--- config.mk ---
export PLATFORM = sky130hd
export DESIGN_NAME = mem_arb_ctrl
export DESIGN_NICKNAME = d
export VERILOG_FILES = /design/src/rtl/mem_arb_ctrl.sv
export SDC_FILE = /design/constraint.sdc
export NUM_CORES = 1
export LEC_CHECK = 0
export ABC_AREA = 1
export BUFFER_PORTS_ARGS = -buffer_cell sky130_fd_sc_hd__buf_2
export CELL_PAD_IN_SITES_DETAIL_PLACEMENT = 0
export CELL_PAD_IN_SITES_GLOBAL_PLACEMENT = 1
export CORE_MARGIN = 2
export CORE_UTILIZATION = 30
export DETAILED_ROUTE_END_ITERATION = 8
export HOLD_SLACK_MARGIN = 0.1
export PLACE_DENSITY_LB_ADDON = 0.1
export REMOVE_ABC_BUFFERS = 1
export SYNTH_ARGS = -nofsm -noshare
export SYNTH_HDL_FRONTEND = slang
export SYNTH_SLANG_ARGS = --single-unit
--- constraint.sdc ---
create_clock -name clk -period 2 [get_ports clk]
set_input_delay 0.2 -clock clk [delete_from_list [all_inputs] [get_ports clk]]
set_output_delay 0.2 -clock clk [all_outputs]
set_load 0.02 [all_outputs]
--- src/rtl/mem_arb_ctrl.sv ---
// Memory arbiter controller: grants one of four requesters by fixed priority
// and sequences a fixed-latency memory access through IDLE/ACCESS/DONE.
module mem_arb_ctrl #(
  parameter int MEM_LAT = 2
) (
  input  logic       clk,
  input  logic       reset,
  input  logic       req_fetch,
  input  logic       req_exc,
  input  logic       req_data,
  input  logic       data_we,
  input  logic       req_res,
  output logic [1:0] IorD,
  output logic       mem_wr,
  output logic       ld_ir,
  output logic       ld_mdr,
  output logic [3:0] ack,
  output logic       busy
);

  typedef enum logic [1:0] {IDLE, ACCESS, DONE} state_e;

  localparam logic [2:0] LAT_M1 = 3'(MEM_LAT - 1);

  state_e     state_q, state_d;
  logic [2:0] cnt_q, cnt_d;
  logic [3:0] grant_q, grant_d;
  logic [1:0] iord_q, iord_d;
  logic       we_q, we_d;

  always_ff @(posedge clk) begin
    if (reset) begin
      state_q <= IDLE;
      cnt_q   <= 3'd0;
      grant_q <= 4'b0000;
      iord_q  <= 2'b00;
      we_q    <= 1'b0;
    end else begin
      state_q <= state_d;
      cnt_q   <= cnt_d;
      grant_q <= grant_d;
      iord_q  <= iord_d;
      we_q    <= we_d;
    end
  end

  // grant_q is one-hot in ack bit order: fetch, exc, data, res
  always_comb begin
    state_d = state_q;
    cnt_d   = cnt_q;
    grant_d = grant_q;
    iord_d  = iord_q;
    we_d    = we_q;
    mem_wr  = 1'b0;
    ld_ir   = 1'b0;
    ld_mdr  = 1'b0;
    ack     = 4'b0000;
    busy    = 1'b0;
    case (state_q)
      IDLE: begin
        if (req_exc || req_data || req_res || req_fetch) begin
          state_d = ACCESS;
          cnt_d   = LAT_M1;
          we_d    = 1'b0;
          if (req_exc) begin
            grant_d = 4'b0010;
            iord_d  = 2'b01;
          end else if (req_data) begin
            grant_d = 4'b0100;
            iord_d  = 2'b10;
            we_d    = data_we;
          end else if (req_res) begin
            grant_d = 4'b1000;
            iord_d  = 2'b11;
          end else begin
            grant_d = 4'b0001;
            iord_d  = 2'b00;
          end
        end
      end
      ACCESS: begin
        busy   = 1'b1;
        mem_wr = (cnt_q == LAT_M1) && grant_q[2] && we_q;
        if (cnt_q == 3'd0) begin
          state_d = DONE;
        end else begin
          cnt_d = cnt_q - 3'd1;
        end
      end
      DONE: begin
        busy    = 1'b1;
        ack     = grant_q;
        ld_ir   = grant_q[0];
        ld_mdr  = grant_q[1] || grant_q[3] || (grant_q[2] && !we_q);
        state_d = IDLE;
        grant_d = 4'b0000;
      end
      default: state_d = IDLE;
    endcase
  end

  assign IorD = iord_q;

endmodule

==> reports/metrics.csv <==
stage,metric,value,unit
setup_path,crit path launch type,flop,
sta,Final period util,83.0,%
synth,Syn Inst Count,115,
flow_run,max cap viols,0,
setup_path,Worst Setup End Kind,primary output,
final_layout,"commonest cells after routing, fill and taps aside","nand2_1, inv_1, buf_2",
setup_path,worst endpoint required time,1.80,ns
min_path,Worst Hold Class,primary input to flop,
clock_tree,H-tree levels,1,
placement,post-detail-place hpwl,1.26,mm
grt,initial antenna violation count,0,
route,via/cell ratio,4.51,
synth,Synthesis Warnings,0,
sta,setup total negative slack,0,ns
pwr,IR Drop Worst-Case VDD,0.549,mV
setup_path,r2r setup slk,0.55,ns
sta,Final Hold Fails,0,
pwr,Cell Pwr Density,1400,nW/um2
setup_path,Worst R2R End,grant_q[3],
clock_tree,cts repair resizes,0,
clock_tree,Post-CTS Hold Buffers,0,
sta,Hold Slack,0.135,ns
grt,largest net degree at the start of global routing,17,
route,drt drc,0,
synth,Yosys top cell by area,dfxtp_1,
grt,first-pass GRT wire length,2.86,mm
sta,Fin Clk Skew,0.00214,ns
clock_tree,CTS tree,yes,
pwr,combinational power share,52.8,%
pwr,P_leak,0.498,nW
setup_path,Reg2Reg Depth,6,
synth,Yosys reg bits,12,
floorplanning,Initial Util,31.3,%
floorplanning,Die Width,54.4,um
floorplanning,die footprint,2950,um2
final_layout,layout cell share with drive strength beyond 1,18.0,%
route,Avg WL per Cell,10.0,um
clock_tree,"CTS clk-pin slew, worst paths",0.09,ns
sta,RSZ-0062 raised after global routing,false,
final_layout,"Net count, final",148,
pwr,Switch Pwr,573,uW
pwr,Sw Share,45.7,%
synth,sequential element share of the synthesized area,31.6,%
pwr,share of total power in the clock network,16.2,%
floorplanning,Core Area,2430,um2
clock_tree,Clock Sinks,12,
clock_tree,Max Root-Sink Buffers,2,
setup_path,r2r startpoint,state_q[0],
floorplanning,Die H,54.4,um
clock_tree,TritonCTS Buffers,3,
setup_path,Critical Path AT,1.46,ns
route,post-route ant nets,0,
sta,actual slew at the worst max-slew pin,0.274,ns
synth,synth unique cells,16,
setup_path,Worst setup endpoint,ld_mdr,
grt,"Remaining Overflow, GRT",0,
setup_path,Critical Path Source,state_q[0],
placement,I/O Buffers,16,
grt,vias in the first global route,631,
sta,Final setup violation count,0,
synth,Syn Area/Cell,6.62,um2
sta,Worst slew margin,81.6,%
sta,max frequency,602,MHz
status,run status,"complete, no violations",
clock_tree,Post-CTS Setup Inserts,0,
route,Vias,735,
final_layout,P&R area growth vs syn,17.8,%
pwr,Int Pwr,682,uW
min_path,hold path depth,2,
placement,Final Wtd Congestion,0.790,
route,final wirelength,1.63,mm
synth,Mapped Area,761,um2
min_path,Hold Crit Start,reset,
route,violation count after the first detailed-routing iteration,8,
route,Pre-antenna DRT Iters,4,
synth,top-area cell type share of the netlist area,31.6,%
floorplanning,# IOs,17,
floorplanning,row cnt,18,
setup_path,Setup Crit Path Kind,flop to primary output,
sta,Period minus WS final,1.66,ns
pwr,sequential share of power,31.0,%
clock_tree,Clock Tree Root,clkbuf_4,
synth,Area contributors post-synth,"dfxtp_1, nand2_1, ha_1",
final_layout,fillers,268,
final_layout,"commonest non-fill, non-tap cell in the layout",nand2_1,
clock_tree,worst skew pair latency,0.28,ns
final_layout,antenna cell count,0,
sta,max-slew violation count,0,
grt,Total Routing Usage GR,13.7,%
setup_path,CP max FO,6,
synthesized netlist by cell type:
| master | n |
|---|---|
| o21ai_0 | 3 |
| clkinv_1 | 1 |
| dfxtp_1 | 12 |
| nand4_4 | 1 |
| buf_6 | 1 |
| nand2_1 | 30 |
| buf_4 | 1 |
| nor2_4 | 1 |
| ha_1 | 7 |
| nor3_1 | 1 |
| a21oi_1 | 10 |
| nor2_1 | 15 |
| nand3_1 | 13 |
| or2_2 | 1 |
| inv_1 | 17 |
| inv_2 | 1 |
per-stage QoR:
step	util [%]	instance area [um2]	setup slack [ns]	instances	total power, mW
after global routing	36.8	896	0.146	163	1.39
after CTS	36.8	896	0.318	163	1.27
after detailed placement	35.3	860	0.561	159	1.06
after global placement	35.3	860	0.565	159	1.07
after floorplan	-	742	0.670	113	0.907
final	36.8	896	0.340	163	1.26
worst max-delay path, stage by stage (launching register included):
cell	delay [ns]
dfxtp_1	0.33
inv_1	0.11
ha_1	0.28
inv_1	0.15
a21oi_1	0.14
buf_2	0.18
logic make-up after synthesis:
kind of cell             count (synthesis)  share of synthesized area (%)
AO/OA/AOI/OAI                           13                           8.55
flip-flops                              12                           31.6
AND/OR/NAND/NOR                         62                           36.5
adder cells (fa/ha/maj)                  7                           11.5
buffers and inverters                   21                           11.8
metal layers:
| metal | global-route usage (%) | routed length, um | vias up |
|---|---|---|---|
| met1 | 19.1 | 856 | 322 |
| met3 | 3.28 | 81 | 2 |
| met5 | 0 | 0 | - |
| met2 | 19.9 | 680 | 13 |
| li1 | - | - | 398 |
| met4 | 6.25 | 15 | 0 |
sequential cells by signal (all words and copies together) (netlist names):
register,count
grant_q,4
cnt_q,3
IorD,2
state_q,2
we_q,1
final cells by class:
type / instances / area, um2 / share of cell area, %
inverter: 19 / 71.3 / 7.96
sequential: 12 / 240 / 26.8
clock buffer: 4 / 36.3 / 4.05
tap: 30 / 37.5 / 4.19
multi-input combinational: 82 / 430 / 48.0
timing repair buffer: 16 / 80.1 / 8.94
how the worst min path moves through the flow:
stage,endpoint
floorplan,IorD[1]
finish,grant_q[1]
detailed placement,IorD[1]
global route,state_q[0]
CTS,grant_q[1]
global placement,IorD[1]
power by group through the flow:
stage                     sequential, mW  combinational [mW]  clock (mW)
after floorplan                    0.394               0.513           0
after global placement             0.395               0.672           0
after detailed placement           0.395               0.670           0
after CTS                          0.390               0.673       0.211
after global routing               0.407               0.762       0.225
final                              0.388               0.663       0.204
Power figures use the tool's default switching activity.
